<file path="src/rtl/fetch_unit_v2.sv">
`default_nettype none
// ============================================================================
// fetch_unit_v2 : single-outstanding instruction fetcher with prefetch queue
// Revision      : 1.0
// ============================================================================
module fetch_unit_v2 #(
  parameter int ADDR_W = 32,
  parameter int DATA_W = 32,
  parameter int DEPTH  = 4,
  parameter logic [ADDR_W-1:0] RESET_PC = '0
) (
  input  logic              clk,
  input  logic              reset,
  output logic              imem_req,
  output logic [ADDR_W-1:0] imem_addr,
  input  logic              imem_ack,
  input  logic [DATA_W-1:0] imem_rdata,
  input  logic              redirect_valid,
  input  logic [ADDR_W-1:0] redirect_pc,
  output logic              instr_valid,
  output logic [DATA_W-1:0] instr_data,
  output logic [ADDR_W-1:0] instr_pc,
  input  logic              instr_ready,
  output logic [ADDR_W-1:0] pc
);

  localparam int INC   = DATA_W / 8;
  localparam int LSB   = $clog2(INC);
  localparam int PTR_W = $clog2(DEPTH);
  localparam logic [ADDR_W-1:0] INC_A      = ADDR_W'(INC);
  localparam logic [ADDR_W-1:0] ALIGN_MASK = {ADDR_W{1'b1}} << LSB;
  localparam logic [PTR_W:0]    CNT_FULL   = (PTR_W+1)'(DEPTH);

  typedef enum logic [1:0] {
    ST_IDLE    = 2'd0,
    ST_WAIT    = 2'd1,
    ST_DISCARD = 2'd2
  } state_t;

  state_t              state_q, state_d;
  logic [ADDR_W-1:0]   pc_q, pc_d;
  logic [ADDR_W-1:0]   addr_q, addr_d;
  logic [PTR_W:0]      count_q;
  logic [PTR_W-1:0]    rd_q, wr_q;
  logic [DATA_W-1:0]   qdata_q [DEPTH];
  logic [ADDR_W-1:0]   qpc_q   [DEPTH];

  logic                push, pop, flush;
  logic [PTR_W:0]      cnt_after;
  logic [ADDR_W-1:0]   redir_al;

  assign redir_al  = redirect_pc & ALIGN_MASK;
  assign pop       = instr_valid && instr_ready && !redirect_valid;
  assign cnt_after = count_q + (PTR_W+1)'(1) - (PTR_W+1)'(pop);

  always_comb begin
    state_d = state_q;
    pc_d    = pc_q;
    addr_d  = addr_q;
    push    = 1'b0;
    flush   = 1'b0;
    case (state_q)
      ST_IDLE: begin
        if (redirect_valid) begin
          flush   = 1'b1;
          pc_d    = redir_al;
          state_d = ST_WAIT;
        end else if (count_q < CNT_FULL) begin
          state_d = ST_WAIT;
        end
      end
      ST_WAIT: begin
        if (redirect_valid) begin
          flush   = 1'b1;
          pc_d    = redir_al;
          // DISCARD keeps presenting the abandoned address until memory answers
          addr_d  = pc_q;
          state_d = imem_ack ? ST_WAIT : ST_DISCARD;
        end else if (imem_ack) begin
          push    = 1'b1;
          pc_d    = pc_q + INC_A;
          state_d = (cnt_after < CNT_FULL) ? ST_WAIT : ST_IDLE;
        end
      end
      ST_DISCARD: begin
        if (redirect_valid) begin
          flush = 1'b1;
          pc_d  = redir_al;
        end
        if (imem_ack) begin
          state_d = ST_WAIT;
        end
      end
      default: state_d = ST_IDLE;
    endcase
  end

  always_ff @(posedge clk or posedge reset) begin
    if (reset) begin
      state_q <= ST_IDLE;
      pc_q    <= RESET_PC;
      addr_q  <= RESET_PC;
      count_q <= '0;
      rd_q    <= '0;
      wr_q    <= '0;
      for (int i = 0; i < DEPTH; i++) begin
        qdata_q[i] <= '0;
        qpc_q[i]   <= '0;
      end
    end else begin
      state_q <= state_d;
      pc_q    <= pc_d;
      addr_q  <= addr_d;
      if (flush) begin
        count_q <= '0;
        rd_q    <= '0;
        wr_q    <= '0;
      end else begin
        if (push) begin
          qdata_q[wr_q] <= imem_rdata;
          qpc_q[wr_q]   <= pc_q;
          wr_q          <= wr_q + PTR_W'(1);
        end
        if (pop) begin
          rd_q <= rd_q + PTR_W'(1);
        end
        count_q <= count_q + (PTR_W+1)'(push) - (PTR_W+1)'(pop);
      end
    end
  end

  assign imem_req    = (state_q != ST_IDLE);
  assign imem_addr   = (state_q == ST_DISCARD) ? addr_q : pc_q;
  assign instr_valid = (count_q != '0);
  assign instr_data  = qdata_q[rd_q];
  assign instr_pc    = qpc_q[rd_q];
  assign pc          = pc_q;

endmodule
`default_nettype wire

</file>
<file path="config.mk">
export PLATFORM = sky130hd
export DESIGN_NAME = fetch_unit_v2
export DESIGN_NICKNAME = d
export VERILOG_FILES = /design/src/rtl/fetch_unit_v2.sv
export SDC_FILE = /design/constraint.sdc
export NUM_CORES = 1
export LEC_CHECK = 0
export ABC_AREA = 1
export CAP_MARGIN = 10
export CORE_AREA = 2 2 176 178
export CTS_CLUSTER_SIZE = 28
export DETAILED_ROUTE_END_ITERATION = 12
export DIE_AREA = 0 0 178 180
export GPL_TIMING_DRIVEN = 0
export PLACE_DENSITY = 0.73
export SYNTH_ARGS = -nofsm -noshare
export SYNTH_HDL_FRONTEND = slang
export SYNTH_SLANG_ARGS = --single-unit
</file>
<file path="constraint.sdc">
create_clock -name clk -period 14.8 [get_ports clk]
set_input_delay 2.22 -clock clk [delete_from_list [all_inputs] [get_ports clk]]
set_output_delay 2.22 -clock clk [all_outputs]
set_load 0.01 [all_outputs]
</file>
==> impl_metrics.yaml, run 1 <==
status:
  run_status: "finished clean"
detailed_routing:
  first_iter_violations: 1278
  via_count: 14100
  avgViaCountPerCell: 5.65
  final_routed_wire_length_divided_by_cell_count_um: 18.9
  postRouteWirelength_um: 46900
  postRouteAntennaNets: 0
  drt-pass1-iter-count: 5
  drt_drc_violations_left: 0
power:
  static-leakage-power_nw: 8.69
  power_per_unit_of_standard_cell_area_mw_per_mm2: 230
  final_power_w: 0.00426
  worst_ir_drop_vdd_v: 0.000123
final_layout:
  flow.area_growth_from_synthesis_pct: 24.1
  layout-drive-gt1-share: 0.0635
  num_antenna_cells: 0
  fill_cells: 2650
  sequential_cell_area_mm2: 0.00793
  finalNetCount: 2146
  multi_input_area_mm2: 0.00589
  design_area_mm2: 0.0185
placement:
  io_buffer_count: 189
  gpl.final_weighted_congestion: 0.941
  placed_cell_area_mm2: 0.0174
  dpl.hpwl_um: 31800
setup_path:
  crit_chain: "buf_2, clkinv_1, buf_2, clkbuf_1, nor2_1, o22ai_1, clkdlybuf4s50_1"
  critPathMaxFanout: 10
  worstSetupStartpointType: "flop"
  arrival_ns: 3.15
  crit_path_end_kind: "output pin"
  timing.setup.critical_path_class: "flop to output pin"
  critical-path-top-cell-by-count: "sky130_fd_sc_hd__buf_2"
  critical-path-max-stage-delay_ns: 0.61
  critPathSlowestCell: "sky130_fd_sc_hd__clkdlybuf4s50_1"
  worst-endpoint-required_ns: 12.58
global_routing:
  globalRoute.totalOverflow: 0
  grt_antenna_before_repair: 0
  grt_pass1_vias: 14100
  grt_overall_usage: 0.295
  wire_length_of_the_first_global_routing_pass_um: 74600
  largest_net_degree_at_the_start_of_global_routing: 131
floorplan:
  die_area_mm2: 0.0320
  die_height_um: 180
  chip_width_um: 178
  row_count: 64
  design.portCount: 199
  core_area_mm2: 0.0302
  initial_util: 0.495
clock_tree:
  clock-root-buffer: "sky130_fd_sc_hd__clkbuf_16"
  clock_tree.buffer_depth: 3
  clk_pin_slew_worst_paths_ns: 0.06
  cts_resized: 0
  h-tree-depth: 2
  clock_tree_from_tritoncts: "built"
  worstSkewPairLatency_ns: 0.51
  cts_post_setup_buffers_inserted: 0
  cts-hold-fix-buffers: 0
  cts.sinks: 317
  cts-buffers-inserted: 35
sta:
  maxSlewViolCount: 0
  unrepaired_setup_endpoints_after_global_routing: "no"
  finalWorstPathRequiredPeriod_ns: 5.37
  number_of_hold_violations_in_the_final_report: 0
  timing.clock.skew_ns: 0.00872
  timing.fmax_mhz: 186
  setup_viol: 0
  worstMarginPinSlew_ns: 0.711
  finalSetupTns_ns: 0
  layout_worst_path_cycle_share: 0.363
  max-slew-margin-rel: 0.526
synth:
  synthTopCellsByArea: "sky130_fd_sc_hd__dfrtp_1, sky130_fd_sc_hd__nand2_1, sky130_fd_sc_hd__o21ai_1, sky130_fd_sc_hd__o21ai_0, sky130_fd_sc_hd__nor2_1"
  post-synth-top-area-cell: "sky130_fd_sc_hd__dfrtp_1"
  synthDominantCellAreaShare: 0.531
  sequential_cell_area_fraction_in_the_yosys_report: 0.531
  postSynthRegisterBits: 317
  synth.avg_cell_area_um2: 8.14
  synthCells: 1836
  ys.warnings.count: 0
  synthDistinctLibCells: 34
  post_synth_instance_area_mm2: 0.0149
run:
  drv.max_cap_violation_count: 0
worst_hold_path:
  hold_class: "flop to flop"
==> final timing paths <==
check,start,cells past startpoint,to,slack (ns)
min reg2reg,qpc_q[95]$_DFFE_PP0P_,2,qpc_q[95]$_DFFE_PP0P_,0.48
min in group asynchronous,reset,2,qdata_q[19]$_DFFE_PP0P_,2.20
max reg2reg,state_q[0]$_DFFE_PP0P_,10,count_q[2]$_DFF_PP0_,12.52
min,qpc_q[95]$_DFFE_PP0P_,2,qpc_q[95]$_DFFE_PP0P_,0.48
max,rd_q[0]$_DFFE_PP0P_,7,instr_pc[11],9.43
max in group asynchronous,reset,3,addr_q[27]$_DFFE_PP0P_,11.55
==> metrics by stage <==
step                      utilization  hold slack, ns  cells  setup slack, ns
final                           0.614           0.478   2489             9.43
after global routing            0.614           0.498   2489             9.31
after CTS                       0.614           0.480   2489             9.46
after detailed placement        0.577           0.464   2428            10.00
after global placement          0.575           0.459   2426           0.0550
after floorplan                     -           0.448   1841             3.81
==> worst max-delay path, delay by kind of cell, from the launching register on <==
kind,cells,cell delay (ns)
compound gates,1,0.34
buf+inv,5,1.85
flops,1,0.35
simple gates,1,0.09
==> area by class of cell <==
type	count	share of cell area
inverters	110	0.0227
plain buffers	123	0.0392
flip-flops and latches	317	0.428
clock inverters	8	0.00499
multi-input cells	1291	0.317
clock buffers	53	0.0564
repair buffers	191	0.105
well taps	396	0.0267
==> registers in the layout, summed over array words and instances, names as in the netlist <==
name,count
qdata_q,128
count_q,3
state_q,2
pc,30
wr_q,2
rd_q,2
addr_q,30
qpc_q,120
==> power by group <==
group          total (W)  internal (W)  switching, W
sequential       0.00149       0.00124      0.000257
combinational    0.00190      0.000809       0.00109
clock           0.000871      0.000522      0.000349
==> kinds of logic (layout without fill, tap and decap cells) <==
family	Yosys count	in the layout	synth area share
and+or+nand+nor	719	719	0.190
AOI/OAI and AO/OA	555	555	0.194
DFF	317	317	0.531
buffers and inverters	233	485	0.0763
adders and majority gates	8	8	0.00720
xor gates and xnor gates	3	3	0.00176
other	1	6	0.000251
==> metal layers <==
metal / share of wire / GRT usage
met1: 0.42 / 0.410
met5: 0 / 0
met2: 0.47 / 0.475
met3: 0.080 / 0.0459
met4: 0.029 / 0.0938
==> layout by cell type (no fill, tap or decap), types with 37 or more instances in the layout <==
cell type	instances
sky130_fd_sc_hd__nand2_1	441
sky130_fd_sc_hd__clkbuf_1	77
sky130_fd_sc_hd__nor2_1	216
sky130_fd_sc_hd__inv_1	105
sky130_fd_sc_hd__clkdlybuf4s50_1	189
sky130_fd_sc_hd__o21ai_0	200
sky130_fd_sc_hd__nand3_1	40
sky130_fd_sc_hd__clkbuf_16	37
sky130_fd_sc_hd__o21ai_1	233
sky130_fd_sc_hd__a21oi_1	45
sky130_fd_sc_hd__dfrtp_1	317
sky130_fd_sc_hd__o22ai_1	63
==> Yosys cell counts (all sizes together) <==
cell / instances
nand2: 446
o21ai: 441
dfrtp: 317
nor2: 216
inv: 108
clkbuf: 67
o22ai: 63
buf: 56
a21oi: 45
nand3: 40
or2: 8
ha: 7
nand4: 6
nor3: 3
clkinv: 2
xor2: 2
a22oi: 1
a31oi: 1
conb: 1
fa: 1
o211ai: 1
o21a: 1
o21bai: 1
o31ai: 1
xnor2: 1
(Power assumes the default switching activity.)
==> inputs of run 2 (changes only) <==
Settings changed: PLACE_DENSITY 0.73 to 0.76.
Clock period 14.8 ns to 4.6 ns, I/O delays scaled along.
==> impl_metrics.yaml, run 2 (synthesized netlist as in run 1, its figures left out) <==
status:
  run_status: "finished clean"
floorplan:
  chip_width_um: 178
  design.portCount: 199
  die_area_mm2: 0.0320
  initial_util: 0.495
  row_count: 64
  core_area_mm2: 0.0302
  die_height_um: 180
global_routing:
  grt_antenna_before_repair: 0
  wire_length_of_the_first_global_routing_pass_um: 75300
  grt_overall_usage: 0.297
  grt_pass1_vias: 14100
  globalRoute.totalOverflow: 0
  largest_net_degree_at_the_start_of_global_routing: 44
clock_tree:
  cts-hold-fix-buffers: 0
  cts-buffers-inserted: 35
  worstSkewPairLatency_ns: 0.52
  clock-root-buffer: "sky130_fd_sc_hd__clkbuf_16"
  h-tree-depth: 2
  cts_resized: 0
  clock_tree.buffer_depth: 3
  clk_pin_slew_worst_paths_ns: 0.06
  clock_tree_from_tritoncts: "built"
  cts_post_setup_buffers_inserted: 0
  cts.sinks: 317
sta:
  layout_worst_path_cycle_share: 0.863
  maxSlewViolCount: 0
  timing.clock.skew_ns: 0.0171
  finalWorstPathRequiredPeriod_ns: 3.97
  number_of_hold_violations_in_the_final_report: 0
  timing.hold.ws_ns: 0.484
  worstMarginPinSlew_ns: 0.740
  max-slew-margin-rel: 0.506
  setup_viol: 0
  unrepaired_setup_endpoints_after_global_routing: "no"
  timing.fmax_mhz: 252
  finalSetupTns_ns: 0
placement:
  dpl.hpwl_um: 32300
  gpl.final_weighted_congestion: 0.945
  io_buffer_count: 189
detailed_routing:
  met2_wire_len_um: 22400
  drt-pass1-iter-count: 7
  postRouteAntennaNets: 0
  met3_length_um: 4330
  avgViaCountPerCell: 5.72
  wirelength_met1_um: 19500
  first_iter_violations: 1601
  maxUsedRoutingLayer: "met4"
  final_routed_wire_length_divided_by_cell_count_um: 19.1
  via_count: 14300
  postRouteWirelength_um: 47500
  drt_drc_violations_left: 0
final_layout:
  commonest_cells_after_routing_fill_and_taps_aside: "sky130_fd_sc_hd__nand2_1, sky130_fd_sc_hd__dfrtp_1, sky130_fd_sc_hd__o21ai_1"
  mostFrequentLayoutCell: "sky130_fd_sc_hd__nand2_1"
  largest_registers: "qdata_q: 128 flops, qpc_q: 120 flops"
  layout-drive-gt1-share: 0.0677
  fill_cells: 2602
  largest-register: "qdata_q"
  largest_register_ffs: 128
  flow.area_growth_from_synthesis_pct: 25.4
  num_antenna_cells: 0
  finalNetCount: 2152
setup_path:
  arrival_ns: 3.28
  critPathMaxFanout: 10
  worst-endpoint-required_ns: 3.91
  crit_path_end_kind: "output pin"
  timing.setup.critical_path_class: "flop to output pin"
  worstSetupStartpointType: "flop"
power:
  worst_ir_drop_vdd_v: 0.000328
  static-leakage-power_nw: 8.78
  power_per_unit_of_standard_cell_area_mw_per_mm2: 744
run:
  drv.max_cap_violation_count: 0
worst_hold_path:
  hold_class: "flop to flop"
-- run 2: through the flow --
stage / setup slack (ns) / utilization / std cells / total power [W] / instance area [um2]
after floorplan: -0.315 / - / 1841 / 0.00791 / 15000
after global placement: -2.42 / 0.575 / 2426 / 0.0107 / 17400
after detailed placement: 1.26 / 0.580 / 2434 / 0.0108 / 17500
after CTS: 0.695 / 0.621 / 2495 / 0.0139 / 18700
after global routing: 0.613 / 0.621 / 2495 / 0.0148 / 18700
final: 0.632 / 0.621 / 2495 / 0.0139 / 18700
-- run 2: layout make-up --
class,count,area (um2),area share
Timing Repair Buffer,197,2050,0.110
Buffer,123,727,0.0388
Clock buffer,51,1050,0.0560
Clock inverter,10,178,0.00948
Sequential cell,317,7930,0.423
Tap cell,396,495,0.0264
Inverter,110,417,0.0222
Multi-Input combinational cell,1291,5890,0.314
-- run 2: final timing paths --
path                                    startpoint                      end  slack (ns)  cells past startpoint
min                        qdata_q[63]$_DFFE_PP0P_  qdata_q[63]$_DFFE_PP0P_        0.48                      2
max                            rd_q[0]$_DFFE_PP0P_             instr_pc[10]        0.63                      6
max in group asynchronous                    reset   qpc_q[120]$_DFFE_PP0P_        2.50                      6
min reg2reg                qdata_q[63]$_DFFE_PP0P_  qdata_q[63]$_DFFE_PP0P_        0.48                      2
max reg2reg                 state_q[1]$_DFFE_PP0P_     count_q[2]$_DFF_PP0_        2.30                      9
min in group asynchronous                    reset  qdata_q[21]$_DFFE_PP0P_        0.64                      2
-- run 2: metal layers --
metal  up-vias  track usage
met3       110       0.0531
li1       6528            -
met1      6855        0.409
met4         0       0.0967
met5         -            0
met2       766        0.478
-- run 2: power breakdown --
group | internal (W) | switching (W)
clock network | 0.00186 | 0.00114
logic | 0.00261 | 0.00353
registers | 0.00398 | 0.000825
-- run 2: worst max-delay path, stage by stage (launching register included) --
cell and delay [ns]:
sky130_fd_sc_hd__dfrtp_1 0.32, sky130_fd_sc_hd__buf_2 0.24, sky130_fd_sc_hd__clkbuf_1 0.54, sky130_fd_sc_hd__clkbuf_1 0.62, sky130_fd_sc_hd__nor2_1 0.12, sky130_fd_sc_hd__o22ai_1 0.31, sky130_fd_sc_hd__clkdlybuf4s50_1 0.60
